===== src/rtl/raymarch_scheduler.sv =====
// raymarch_scheduler
//
// Walks a WIDTH x HEIGHT frame in raster order, presenting one pixel
// coordinate at a time to the raymarcher core. It waits for the raymarcher's
// result with matching coordinates, or substitutes BG_COLOR after TIMEOUT
// cycles. It then writes the packed {R,G,B} value to the framebuffer.
//
// Handshake: the framebuffer write is a valid/ready pair. fb_we is valid and
// fb_ready is ready. A write is accepted on a rising edge where both are high.
// fb_we stays high, and fb_addr and fb_data stay frozen, until that happens.
//
// Ports
//   clk_pixel_in    : single clock, rising edge
//   rst_in          : asynchronous active-high reset
//   start_in        : begin a frame (only looked at in IDLE)
//   curr_x, curr_y  : coordinate presented to the raymarcher
//   pixel_done      : raymarcher result strobe
//   out_x, out_y    : coordinate of the completed result
//   red_in, green_in, blue_in : result colour
//   fb_addr, fb_data, fb_we, fb_ready : framebuffer write port
//   busy            : frame in progress
//   frame_done      : one-cycle pulse after the last write is accepted
//   mismatch_count  : saturating count of results with the wrong coordinate
//   timeout_count   : saturating count of pixels replaced by BG_COLOR
//   state_dbg       : current FSM state, for observation only
module raymarch_scheduler #(
    parameter int          WIDTH      = 300,
    parameter int          HEIGHT     = 300,
    parameter int          TIMEOUT    = 4096,
    parameter logic [23:0] BG_COLOR   = 24'h000000,
    parameter bit          CONTINUOUS = 1'b0,
    localparam int         AW         = $clog2(WIDTH*HEIGHT)
) (
    input  logic          clk_pixel_in,
    input  logic          rst_in,
    input  logic          start_in,
    output logic [32:0]   curr_x,
    output logic [32:0]   curr_y,
    input  logic          pixel_done,
    input  logic [32:0]   out_x,
    input  logic [32:0]   out_y,
    input  logic [7:0]    red_in,
    input  logic [7:0]    green_in,
    input  logic [7:0]    blue_in,
    output logic [AW-1:0] fb_addr,
    output logic [23:0]   fb_data,
    output logic          fb_we,
    input  logic          fb_ready,
    output logic          busy,
    output logic          frame_done,
    output logic [15:0]   mismatch_count,
    output logic [15:0]   timeout_count,
    output logic [1:0]    state_dbg
);

    localparam int          TW    = (TIMEOUT > 1) ? $clog2(TIMEOUT) : 1;
    localparam logic [TW-1:0] TLAST = TW'(TIMEOUT - 1);

    typedef enum logic [1:0] {
        IDLE  = 2'd0,
        WAIT  = 2'd1,
        WRITE = 2'd2,
        DONE  = 2'd3
    } state_t;

    state_t        state, state_next;
    logic [TW-1:0] timer;

    logic match;
    logic timed_out;
    logic accept;
    logic last_pixel;

    assign match      = pixel_done && (out_x == curr_x) && (out_y == curr_y);
    assign timed_out  = (timer == TLAST);
    assign accept     = (state == WRITE) && fb_ready;
    assign last_pixel = (curr_x == 33'(WIDTH - 1)) && (curr_y == 33'(HEIGHT - 1));

    // State register
    always_ff @(posedge clk_pixel_in or posedge rst_in) begin
        if (rst_in) begin
            state <= IDLE;
        end else begin
            state <= state_next;
        end
    end

    // Next state and decoded outputs
    always_comb begin
        state_next = state;
        fb_we      = 1'b0;
        busy       = 1'b0;
        frame_done = 1'b0;
        case (state)
            IDLE: begin
                if (start_in) state_next = WAIT;
            end
            WAIT: begin
                busy = 1'b1;
                // A matching result beats a timeout in the same cycle.
                if (match || (!pixel_done && timed_out)) state_next = WRITE;
            end
            WRITE: begin
                busy  = 1'b1;
                fb_we = 1'b1;
                if (fb_ready) state_next = last_pixel ? DONE : WAIT;
            end
            DONE: begin
                busy       = 1'b1;
                frame_done = 1'b1;
                state_next = CONTINUOUS ? WAIT : IDLE;
            end
            default: state_next = IDLE;
        endcase
    end

    assign state_dbg = state;

    // Coordinate, address, data, timer and counter registers
    always_ff @(posedge clk_pixel_in or posedge rst_in) begin
        if (rst_in) begin
            curr_x         <= '0;
            curr_y         <= '0;
            fb_addr        <= '0;
            fb_data        <= '0;
            timer          <= '0;
            mismatch_count <= '0;
            timeout_count  <= '0;
        end else begin
            case (state)
                IDLE: begin
                    if (start_in) begin
                        curr_x  <= '0;
                        curr_y  <= '0;
                        fb_addr <= '0;
                        timer   <= '0;
                    end
                end
                WAIT: begin
                    // The timer holds at its last value. A wrong-coordinate
                    // result landing on the timeout cycle therefore defers
                    // the timeout by one cycle instead of wrapping the timer.
                    if (!timed_out) timer <= timer + TW'(1);
                    if (match) begin
                        fb_data <= {red_in, green_in, blue_in};
                    end else if (pixel_done) begin
                        if (mismatch_count != 16'hFFFF)
                            mismatch_count <= mismatch_count + 16'd1;
                    end else if (timed_out) begin
                        fb_data <= BG_COLOR;
                        if (timeout_count != 16'hFFFF)
                            timeout_count <= timeout_count + 16'd1;
                    end
                end
                WRITE: begin
                    if (accept) begin
                        if (curr_x == 33'(WIDTH - 1)) begin
                            curr_x <= '0;
                            curr_y <= curr_y + 33'd1;
                        end else begin
                            curr_x <= curr_x + 33'd1;
                        end
                        // Raster order makes the address a plain counter.
                        fb_addr <= fb_addr + AW'(1);
                        timer   <= '0;
                    end
                end
                DONE: begin
                    if (CONTINUOUS) begin
                        curr_x  <= '0;
                        curr_y  <= '0;
                        fb_addr <= '0;
                    end
                end
                default: ;
            endcase
        end
    end

endmodule

===== config.mk =====
export PLATFORM = sky130hd
export DESIGN_NAME = raymarch_scheduler
export DESIGN_NICKNAME = d
export VERILOG_FILES = /design/src/rtl/raymarch_scheduler.sv
export SDC_FILE = /design/constraint.sdc
export NUM_CORES = 1
export LEC_CHECK = 0
export BUFFER_PORTS_ARGS = -buffer_cell sky130_fd_sc_hd__buf_2
export CORE_MARGIN = 5
export CORE_UTILIZATION = 45
export CTS_CLUSTER_SIZE = 24
export DETAILED_ROUTE_END_ITERATION = 8
export GPL_TIMING_DRIVEN = 1
export PLACE_DENSITY_LB_ADDON = 0.05
export SLEW_MARGIN = 15
export SYNTH_ARGS = -nofsm -noshare
export SYNTH_HDL_FRONTEND = slang
export SYNTH_SLANG_ARGS = --single-unit

===== constraint.sdc =====
create_clock -name clk_pixel_in -period 7.1 [get_ports clk_pixel_in]
set_clock_uncertainty 0.05 [all_clocks]
set_input_delay 0 -clock clk_pixel_in [delete_from_list [all_inputs] [get_ports clk_pixel_in]]
set_output_delay 0 -clock clk_pixel_in [all_outputs]
set_load 0.1 [all_outputs]

Word level (Yosys, flattened, before mapping)

Index checks and enable logic that the tools add are counted.

Register bits after elaboration: 153
Output and inout port bits: 144

$add $sub $neg: 6
Equal/unequal tests: 17
Muxes and demuxes: 25
Bitwise operators: 2
Reduce and logical (&&, ||, !) cells: 19

Operators with widths:

| kind                                                 | number |
|---|---|
| 2-to-1 mux 33 bit                                    | 5 |
| one-hot mux 33 bit (2 select lines)                  | 2 |
| 2-to-1 mux 24 bit                                    | 3 |
| adder 33 x 1 -> 33 bit, second input constant        | 2 |
| equality test 33 bit                                 | 2 |
| equality test 33 x 9 -> 1 bit, second input constant | 2 |
| 2-to-1 mux 12 bit                                    | 3 |
| one-hot mux 12 bit (3 select lines)                  | 1 |
| 2-to-1 mux 17 bit                                    | 2 |
| one-hot mux 17 bit (2 select lines)                  | 1 |
| adder 16 x 1 -> 16 bit, second input constant        | 2 |
| != test 16 bit, second input constant                | 2 |
| adder 17 x 1 -> 17 bit, second input constant        | 1 |
| adder 12 x 1 -> 12 bit, second input constant        | 1 |
| equality test 12 bit, second input constant          | 1 |
| AND reduction 4 bit                                  | 3 |
| != test 2 bit, second input constant                 | 5 |
| AND reduction 3 bit                                  | 3 |
| 2-to-1 mux 2 bit                                     | 4 |
| one-hot mux 2 bit (4 select lines)                   | 1 |
| logical AND 1 bit                                    | 5 |
| AND reduction 5 bit                                  | 1 |
| equality test 2 bit, second input constant           | 2 |
| != test 2 x 1 -> 1 bit, second input constant        | 2 |
| other kinds (9)                                      | 13 |

Longest topological paths before layout

Depth after elaboration: 6
Depth in mapped cells: 10
Mapped depth without buffers: 8

Least setup slack after synthesis

OpenSTA, ideal clock, no wires.

Path type: register to register
Start: reg state[1], in the netlist state_dbg[1]
End: reg curr_y[21]
Arrival: 2.970 ns
Required time: 6.918 ns
Slack: 3.948 ns
Cell stages (with the launch flop): 8
Path buffers: 1
Period minus slack after synthesis: 3.152 ns
Cell sequence: dfrtp_1 -> nor2b_1 -> clkbuf_1 -> o21ai_2 -> nand3_1 -> nor3_1 -> xnor2_1 -> nor2_1

Cells in the longest elaborated chain, start to end: 4
Elaborated cells on any way between the ends: 9

Ends and longest elaborated chain:

| item                          | RTL line | text |
|---|---|---|
| start, declared               | 66       | `state_t state, state_next;` |
| start signal, assigned        | 84       | `state <= state_next;` |
| equality test 2 bit           | 76, 130  |  |
| logical AND 1 bit             | 76       | `assign accept = (state == WRITE) && fb_ready;` |
| != test 2 bit (no line)       | --       |  |
| AND reduction 4 bit (no line) | --       |  |
| end signal, assigned          | 159      | `curr_y <= curr_y + 33'd1;` |
| end, declared                 | 38       | `output logic [32:0] curr_y,` |

Parallel ways exist; a longest one is shown, timed or not.
A chain may end at the register's enable or synchronous reset.

Final worst setup path

Start: reg curr_x[2]
End: reg mismatch_count[1]

Cells in the longest elaborated chain, start to end: 5

Ends and longest elaborated chain:

| item                            | RTL line | text |
|---|---|---|
| start, declared                 | 37       | `output logic [32:0] curr_x,` |
| start signal, assigned          | 161      | `curr_x <= curr_x + 33'd1;` |
| equality test 33 bit            | 74       | `assign match = pixel_done && (out_x == curr_x) && (out_y == curr_y);` |
| logical AND 1 bit (2 in series) | 74       |  |
| inverter 1 bit (no line)        | --       |  |
| AND reduction 4 bit (no line)   | --       |  |
| end signal, assigned            | 148      | `mismatch_count <= mismatch_count + 16'd1;` |
| end, declared                   | 51       | `output logic [15:0] mismatch_count,` |

Every way passes these cells.

==> results.toml <==
[die]
rows = 49
initial_core_util = 0.4546
fp.dieW_um = 144.3
die_area_mm2 = 0.02081
die_y_um = 144.3
io_pins = 239
core_area_mm2 = 0.01784

[synth]
synthArstFlopShare = 1.000
ys_types = 58
synth_largest_area_cell = "dfrtp_1"
syn_nets = 967
synth_commonest_cells = "153 x dfrtp_1, 102 x nand2_1, 97 x xnor2_1, 85 x nor2_1, 57 x xor2_1"
synth-edff-count = 0
yosysWarnings = 0
syn_avg_cell_area_um2 = 9.365
synth_area_mm2 = 0.008110
syn_inst = 866
yosysSeqAreaShare = 0.4721
synth.area.top_cells = "dfrtp_1 47%, xnor2_1 10%, xor2_1 6.2%, nand2_1 4.7%, nor2_1 3.9%"
synth_ff_type = "dfrtp_1"
synth.top_cell.area_share = 0.4721
yosysMostFrequentCell = "dfrtp_1"
ys_ff_latch = 153

[sta]
layout_min_cycle_time_ns = 3.082
clock.fmax_mhz = 324.4
drv_slew = 0
setup-violations-final = 0
rsz0062_at_grt = "no"
hold_viol_final = 0
fin_crit_sh = 0.4341
fin_setup_tns_ns = 0
worst_pin_slew_ns = 1.031
relSlewSlack = 0.3092
fin_ws_ns = 4.018

[worst_hold_path]
hold_path.class = "input pin to flip-flop"

[cts]
htree_levels = 4
cts_tree = "built"
clkTransAtPathRegs_ns = 0.06
cts_setup_buffers = 0
cts.sinks = 153
cts_made_buffers = 17
root_buffer = "clkbuf_16"
cts_buffer_depth = 2
clk_latency_ns = 0.42

[finish]
multi_input_area_mm2 = 0.004060
drive_gt1_frac = 0.2593
areaGrowthSynthToFinish_pct = 27.66
seqCellArea_mm2 = 0.003829
antennaDiodeCount = 0
nFillCells = 1600
fin_nets = 1222

[power_and_ir_drop]
peakVddDrop_v = 0.0001920
leakagePower_nw = 4.985
powerDensity_mw_per_mm2 = 246.6
total_power_w = 0.002554

[critical_path]
worstPathArrival_ns = 3.33
cp-start-kind = "flip-flop"
critPathKind = "flip-flop to flip-flop"
crit_path_end_kind = "flip-flop"
crit_required_ns = 7.35
path_max_fanout = 16

[global_routing]
grt_start_max_net_pins = 107
grt-ovfl-total = 0
antenna_found_initial = 0
grt_pass1_vias = 7140
grt_pass1_wl_um = 38820
track_usage = 0.2391

[routing]
vias = 7309
drtPass1Iterations = 5
ant_nets = 0
wirelength_um = 24870
viasPerCell = 5.362
drc_errors = 0
drtIter0Drc = 546
avgRoutedWirePerCell_um = 18.25

[placed_design]
dp_hpwl_um = 18480
io_buffer_count = 238
gp_congestion = 0.9171
pre_cts_slack_ns = 4.061

[status]
outcome = "finished clean"

[job]
maxCapViolations = 0
power by group:
group          switching, W  internal [W]
registers         0.0000584      0.000911
logic              0.000519      0.000144
clock network      0.000394      0.000526
final timing paths:
path	from	end	slack (ns)	cells after the start
min reg2reg	timeout_count[11]	timeout_count[11]	0.44	1
min in group asynchronous	rst_in	mismatch_count[11]	0.32	3
max reg2reg	curr_x[2]	mismatch_count[1]	4.02	7
max in group asynchronous	rst_in	curr_x[15]	5.48	4
min	pixel_done	state_dbg[1]	0.11	4
max	curr_x[2]	mismatch_count[1]	4.02	7
registers in the layout, indices dropped and copies added, names as in the netlist:
name / count
curr_x: 33
curr_y: 33
fb_data: 24
fb_addr: 17
mismatch_count: 16
timeout_count: 16
timer: 12
state_dbg: 2
per-stage QoR:
step / hold slack, ns / area (µm²) / std cells / util
CTS: 0.1125 / 10350 / 1363 / 0.5803
global route: 0.1759 / 10350 / 1363 / 0.5803
detailed placement: 0.1647 / 9503 / 1305 / 0.5326
global placement: 0.1589 / 9503 / 1305 / 0.5326
floorplan: 0.07245 / 8110 / 866 / -
finish: 0.1134 / 10350 / 1363 / 0.5803
area by class of cell:
type,instances,area share
clock inverters,15,0.01595
flip-flops and latches,153,0.3698
repair buffers,271,0.1453
inverters,21,0.008097
multi-input cells,657,0.3921
well taps,229,0.02767
clock buffers,17,0.04109
repair_timing:
item | CTS | global route
gates resized for setup | 0 | 0
hold buffers | 26 | 0
endpoints found under the hold margin | 132 | 0
worst max-delay path: stages (launching register included):
cell and delay [ns]:
dfrtp_1 0.46, xnor2_1 0.28, nand4_1 0.13, nor4_1 0.39, nand3_1 0.19, nor3_2 0.87
or2_1 0.26, mux2_1 0.33
cells in the final DEF (no fill, tap or decap), types with 7 or more instances in the layout:
| cell | count |
|---|---|
| nor4_1 | 22 |
| nor2_1 | 85 |
| buf_4 | 7 |
| xor2_1 | 57 |
| and4_1 | 8 |
| nor3_1 | 27 |
| or3_1 | 13 |
| nand2_1 | 102 |
| dlygate4sd3_1 | 26 |
| buf_2 | 238 |
| o21ai_0 | 17 |
| xnor2_1 | 97 |
| inv_1 | 18 |
| clkbuf_16 | 17 |
| nand3_1 | 54 |
| o21ai_1 | 26 |
| dfrtp_1 | 153 |
| and3_1 | 22 |
| nand4_1 | 42 |
| a21oi_1 | 16 |
cells by family after synthesis:
group,count (synthesis),share of synthesized area
buf+inv,56,0.02916
fa+ha+maj,6,0.009256
flops,153,0.4721
xor+xnor,154,0.1663
compound gates,86,0.06356
mux,3,0.004011
simple gates,408,0.2556
routing by layer:
| metal | vias up | part of all wire | track usage |
|---|---|---|---|
| li1 | 3510 | - | - |
| met1 | 3454 | 0.44 | 0.3304 |
| met2 | 293 | 0.46 | 0.3682 |
| met3 | 52 | 0.070 | 0.04597 |
| met4 | 0 | 0.032 | 0.1036 |
| met5 | - | 0 | 0 |
(Power assumes the default switching activity.)
